### src/rtl/dram_lsu.sv
// Load/store unit bridging the RV32 memory stage to a word-addressed DRAM with
// asynchronous read and synchronous write; sub-word stores use read-modify-write.
module dram_lsu #(
    parameter int ADDR_W = 16
) (
    input  logic              clk,
    input  logic              rst_n,
    input  logic              req_valid,
    output logic              req_ready,
    input  logic              req_we,
    input  logic [2:0]        req_funct3,
    input  logic [31:0]       req_addr,
    input  logic [31:0]       req_wdata,
    output logic              rsp_valid,
    output logic [31:0]       rsp_rdata,
    output logic              rsp_err,
    output logic [ADDR_W-1:0] dram_a,
    output logic              dram_we,
    output logic [31:0]       dram_din,
    input  logic [31:0]       dram_spo
);

    localparam logic [0:0] IDLE   = 1'b0;
    localparam logic [0:0] RMW_WR = 1'b1;

    logic [0:0]        state_q, state_d;
    logic [ADDR_W-1:0] addr_q, addr_d;
    logic [31:0]       old_q, old_d;
    logic [1:0]        off_q, off_d;
    logic              half_q, half_d;
    logic [15:0]       wdata_q, wdata_d;
    logic              rsp_valid_q, rsp_valid_d;
    logic [31:0]       rsp_rdata_q, rsp_rdata_d;
    logic              rsp_err_q, rsp_err_d;

    logic        accept, err, sub_store, word_store;
    logic [7:0]  ld_byte;
    logic [15:0] ld_half;
    logic [31:0] ld_ext, merged;
    logic        unused_addr;

    assign unused_addr = ^req_addr[31:ADDR_W+2];
    assign req_ready   = (state_q == IDLE);
    assign accept      = req_valid && req_ready;

    // Illegal funct3 (including unsigned store encodings) or misalignment.
    always_comb begin
        err = 1'b0;
        case (req_funct3)
            3'b000, 3'b100: err = 1'b0;
            3'b001, 3'b101: err = req_addr[0];
            3'b010:         err = (req_addr[1:0] != 2'b00);
            default:        err = 1'b1;
        endcase
        if (req_we && req_funct3[2]) err = 1'b1;
    end

    assign sub_store  = accept && req_we && !err && (req_funct3[1:0] != 2'b10);
    assign word_store = accept && req_we && !err && (req_funct3[1:0] == 2'b10);

    assign ld_byte = dram_spo[{req_addr[1:0], 3'b000} +: 8];
    assign ld_half = req_addr[1] ? dram_spo[31:16] : dram_spo[15:0];

    always_comb begin
        case (req_funct3)
            3'b000:  ld_ext = {{24{ld_byte[7]}}, ld_byte};
            3'b100:  ld_ext = {24'h0, ld_byte};
            3'b001:  ld_ext = {{16{ld_half[15]}}, ld_half};
            3'b101:  ld_ext = {16'h0, ld_half};
            default: ld_ext = dram_spo;
        endcase
    end

    always_comb begin
        merged = old_q;
        if (half_q) begin
            if (off_q[1]) merged[31:16] = wdata_q;
            else          merged[15:0]  = wdata_q;
        end else begin
            merged[{off_q, 3'b000} +: 8] = wdata_q[7:0];
        end
    end

    assign dram_a   = (state_q == RMW_WR) ? addr_q : req_addr[ADDR_W+1:2];
    assign dram_din = (state_q == RMW_WR) ? merged : req_wdata;
    assign dram_we  = rst_n && ((state_q == RMW_WR) || word_store);

    always_comb begin
        state_d     = state_q;
        addr_d      = addr_q;
        old_d       = old_q;
        off_d       = off_q;
        half_d      = half_q;
        wdata_d     = wdata_q;
        rsp_valid_d = 1'b0;
        rsp_rdata_d = 32'h0;
        rsp_err_d   = 1'b0;
        if (state_q == RMW_WR) begin
            state_d     = IDLE;
            rsp_valid_d = 1'b1;
        end else if (accept) begin
            if (sub_store) begin
                state_d = RMW_WR;
                addr_d  = req_addr[ADDR_W+1:2];
                old_d   = dram_spo;
                off_d   = req_addr[1:0];
                half_d  = req_funct3[0];
                wdata_d = req_wdata[15:0];
            end else begin
                rsp_valid_d = 1'b1;
                rsp_err_d   = err;
                if (!req_we && !err) rsp_rdata_d = ld_ext;
            end
        end
    end

    always_ff @(posedge clk or negedge rst_n) begin
        if (!rst_n) begin
            state_q     <= IDLE;
            addr_q      <= '0;
            old_q       <= 32'h0;
            off_q       <= 2'b00;
            half_q      <= 1'b0;
            wdata_q     <= 16'h0;
            rsp_valid_q <= 1'b0;
            rsp_rdata_q <= 32'h0;
            rsp_err_q   <= 1'b0;
        end else begin
            state_q     <= state_d;
            addr_q      <= addr_d;
            old_q       <= old_d;
            off_q       <= off_d;
            half_q      <= half_d;
            wdata_q     <= wdata_d;
            rsp_valid_q <= rsp_valid_d;
            rsp_rdata_q <= rsp_rdata_d;
            rsp_err_q   <= rsp_err_d;
        end
    end

    assign rsp_valid = rsp_valid_q;
    assign rsp_rdata = rsp_rdata_q;
    assign rsp_err   = rsp_err_q;

endmodule

### config.mk
export PLATFORM = sky130hd
export DESIGN_NAME = dram_lsu
export DESIGN_NICKNAME = d
export VERILOG_FILES = /design/src/rtl/dram_lsu.sv
export SDC_FILE = /design/constraint.sdc
export NUM_CORES = 1
export LEC_CHECK = 0
export CORE_MARGIN = 3
export CORE_UTILIZATION = 50
export DETAILED_ROUTE_END_ITERATION = 12
export GPL_ROUTABILITY_DRIVEN = 0
export MAX_ROUTING_LAYER = met4
export PLACE_DENSITY_LB_ADDON = 0.12
export RECOVER_POWER = 25
export SLEW_MARGIN = 20
export SYNTH_ARGS = -nofsm -noshare
export SYNTH_HDL_FRONTEND = slang
export SYNTH_SLANG_ARGS = --single-unit
### constraint.sdc
create_clock -name clk -period 7.5 [get_ports clk]
set_clock_uncertainty 0.2 [all_clocks]
set_input_delay 2.25 -clock clk [delete_from_list [all_inputs] [get_ports clk]]
set_output_delay 2.25 -clock clk [all_outputs]
set_load 0.1 [all_outputs]
==> results.tsv <==
metric	value	unit
run_status	complete, but fails checks	
violations	max-capacitance violations, max-slew violations	
synth_area	5760	um2
tightest_slew	2.57	ns
cts_buffers	9	
htree_levels	3	
worstPathCellList	clkdlybuf4s50_1, nand2b_4, nor3b_1, nor4b_1, o21a_1, buf_12	
maxSlewHeadroom	-0.713	
cellPowerDensity	241	nW/um2
wl_per_cell	19.5	um
dp_hpwl	11400	um
fmax	0.157	GHz
vias	4694	
core.rowCount	38	
cts_tree	built	
ys_warn_count	0	
path_max_fanout	4	
hp-start	addr_q[10]	
cts_resized	0	
drt_wl_total	15500	um
peakVddDrop	0.000138	V
path_clk_slew	0.06	ns
finish.utilization	0.697	
antenna_cells	0	
final.min_clock_period	6.38	ns
start_util	0.522	
rsz0062_at_grt	false	
cts_buffer_depth	2	
cts_hold_buf	0	
post_dp_cell_area	7400	um2
die_w	113	um
grt_pass1_vias	4758	
ys_seq_elements	102	
firstDrtPassIters	5	
synth_fp_nets	610	
synth.distinct_cells	38	
worstReg2RegEnd	old_q[26]	
final_cells	796	
die_h	113	um
cp_slowest_cell	clkdlybuf4s50_1	
final_hold_viol_count	0	
avgSynthCellArea	11.5	um2
ys_seq_area_frac	0.443	
grt_max_degree	70	
antenna_found_initial	0	
coreArea	11000	um2
drive_gt1_frac	0.308	
cts.sinks	102	
synthTopCellsByArea	dfrtp_1 (44%), mux2_2 (21%), mux2i_1 (7.1%)	
io_pins	187	
drv_cap	1	
finalSetupViolations	0	
netlist.area_leader.share	0.443	
drt_iter0_markers	307	
power.total	1.86	mW
criticalPathCategory	in -> out	
period_share	0.851	
fin_area	7680	um2
worstPathRequired	5.05	ns
r2r_cells	4	
holdPathStages	1	
syn_inst	502	
cp.arrival	3.93	ns
regToRegSetupSlack	4.83	ns
min_path_type	reg -> reg	
end_kind	output pin	
worstHoldEndpoint	addr_q[10]	
root_buffer	clkbuf_16	
crit_path_start_kind	input pin	
final_nets	759	
grt_pass1_wl	24700	um
placed_cells	780	
routed_via_density	5.90	
numPortBuffers	172	
post-cts-setup-buffers	0	
antenna_left	0	
drc	0	
globalRouteTotalUtil	0.251	
final.fill_count	847	
tns	0	ns
yosys.area.top_type	dfrtp_1	
clk_latency	0.34	ns
grt-ovfl-total	0	
area_growth	33.4	%
p_leak	3.44	nW
r2r_start	state_q	
die_area	12800	um2
cp_slowest_stage_delay	0.54	ns
slew_viol_final	50	
## stage by stage
stage	setup slack, ns	hold WS (ns)
after global routing	1.01	0.322
after floorplan	1.25	0.274
after global placement	1.12	0.282
after detailed placement	1.12	0.291
final	1.12	0.309
after CTS	1.10	0.307
## critical path: cells and delay by family
| family | cells | cell delay (ns) |
|---|---|---|
| and+or+nand+nor | 3 | 0.76 |
| AOI/OAI and AO/OA | 1 | 0.20 |
| buffers and inverters | 2 | 0.72 |
## worst max-delay path by stage
stage                              from      end  slack, ns  cells after the start
after floorplan           req_funct3[1]  dram_we       1.25                      5
after global placement        req_valid  dram_we       1.12                      6
after detailed placement      req_valid  dram_we       1.12                      6
after CTS                     req_valid  dram_we       1.10                      6
after global routing          req_valid  dram_we       1.01                      6
final                         req_valid  dram_we       1.12                      6
## area by class of cell
class / count / area (um2) / share of cell area
flip-flops and latches: 102 / 2550 / 0.332
well taps: 140 / 175 / 0.0228
clock buffers: 12 / 256 / 0.0334
inverters: 12 / 45.0 / 0.00586
repair buffers: 181 / 1670 / 0.217
clock inverters: 4 / 30.0 / 0.00391
multi-input cells: 345 / 2960 / 0.385
## report_power, final
| group | internal (mW) | switching, mW | leakage, nW |
|---|---|---|---|
| logic | 0.275 | 0.375 | 2.01 |
| clock network | 0.245 | 0.202 | 0.139 |
| registers | 0.642 | 0.116 | 1.29 |
## layer usage
metal,part of all wire,vias to the layer above,global-route usage
li1,-,2164,-
met1,0.41,2326,0.314
met2,0.50,172,0.409
met3,0.056,32,0.0417
met4,0.028,0,0.0962
met5,0,-,-
## registers in the layout (all words and copies together) (netlist names)
| register | count |
|---|---|
| addr_q | 16 |
| half_q | 1 |
| off_q | 2 |
| old_q | 32 |
| rsp_err | 1 |
| rsp_rdata | 32 |
| rsp_valid | 1 |
| state_q | 1 |
| wdata_q | 16 |
## cells in the mapped netlist
| cell type | instances |
|---|---|
| and3_1 | 7 |
| dfrtp_1 | 102 |
| mux4_2 | 1 |
| a221oi_1 | 31 |
| clkbuf_1 | 20 |
| nor4bb_1 | 3 |
| o22ai_1 | 1 |
| clkbuf_2 | 1 |
| o211a_1 | 1 |
| o221a_2 | 6 |
| o21a_1 | 1 |
| nand2_1 | 13 |
| or4_4 | 1 |
| mux2_4 | 7 |
| a21oi_1 | 42 |
| o21bai_1 | 1 |
| o21ai_1 | 12 |
| and4b_1 | 1 |
| o221a_1 | 1 |
| buf_6 | 5 |
| nand2b_4 | 1 |
| a211oi_4 | 1 |
| mux2i_1 | 41 |
| a211oi_1 | 1 |
| a21o_1 | 3 |
| nor3b_1 | 1 |
| nand2b_1 | 4 |
| o21ai_0 | 19 |
| mux2_2 | 108 |
| ha_1 | 5 |
| nor4b_1 | 1 |
| inv_1 | 12 |
| a211o_2 | 1 |
| nor2_1 | 28 |
| buf_2 | 13 |
| buf_1 | 4 |
| o32ai_1 | 1 |
| a32oi_1 | 1 |
## cell usage in the layout (no fill, tap or decap), drive strengths merged
| cell | netlist | final |
|---|---|---|
| and3 | 7 | 7 |
| a21oi | 42 | 42 |
| nor3b | 1 | 1 |
| clkdlybuf4s50 | 0 | 122 |
| o22ai | 1 | 1 |
| o211a | 1 | 1 |
| a21o | 3 | 3 |
| and4b | 1 | 1 |
| a211o | 1 | 1 |
| nand2b | 5 | 5 |
| o21bai | 1 | 1 |
| nand2 | 13 | 13 |
| o32ai | 1 | 1 |
| mux4 | 1 | 1 |
| nor4b | 1 | 1 |
| clkbuf | 21 | 15 |
| mux2i | 41 | 41 |
| clkinv | 0 | 2 |
| dfrtp | 102 | 102 |
| inv | 12 | 13 |
| o21ai | 31 | 31 |
| mux2 | 115 | 115 |
| buf | 22 | 56 |
| nor2 | 28 | 28 |
| o221a | 7 | 7 |
| a211oi | 2 | 2 |
| a32oi | 1 | 1 |
| ha | 5 | 5 |
| a221oi | 31 | 31 |
| or4 | 1 | 1 |
| nor4bb | 3 | 3 |
| o21a | 1 | 1 |
| clkinvlp | 0 | 1 |
## kinds of logic after synthesis
| kind of cell | share of synthesized area |
|---|---|
| multiplexers | 0.305 |
| AO/OA/AOI/OAI | 0.143 |
| flip-flops | 0.443 |
| AND/OR/NAND/NOR | 0.0528 |
| buffers and inverters | 0.0454 |
| adder cells (fa/ha/maj) | 0.0109 |
(Power assumes the default switching activity.)
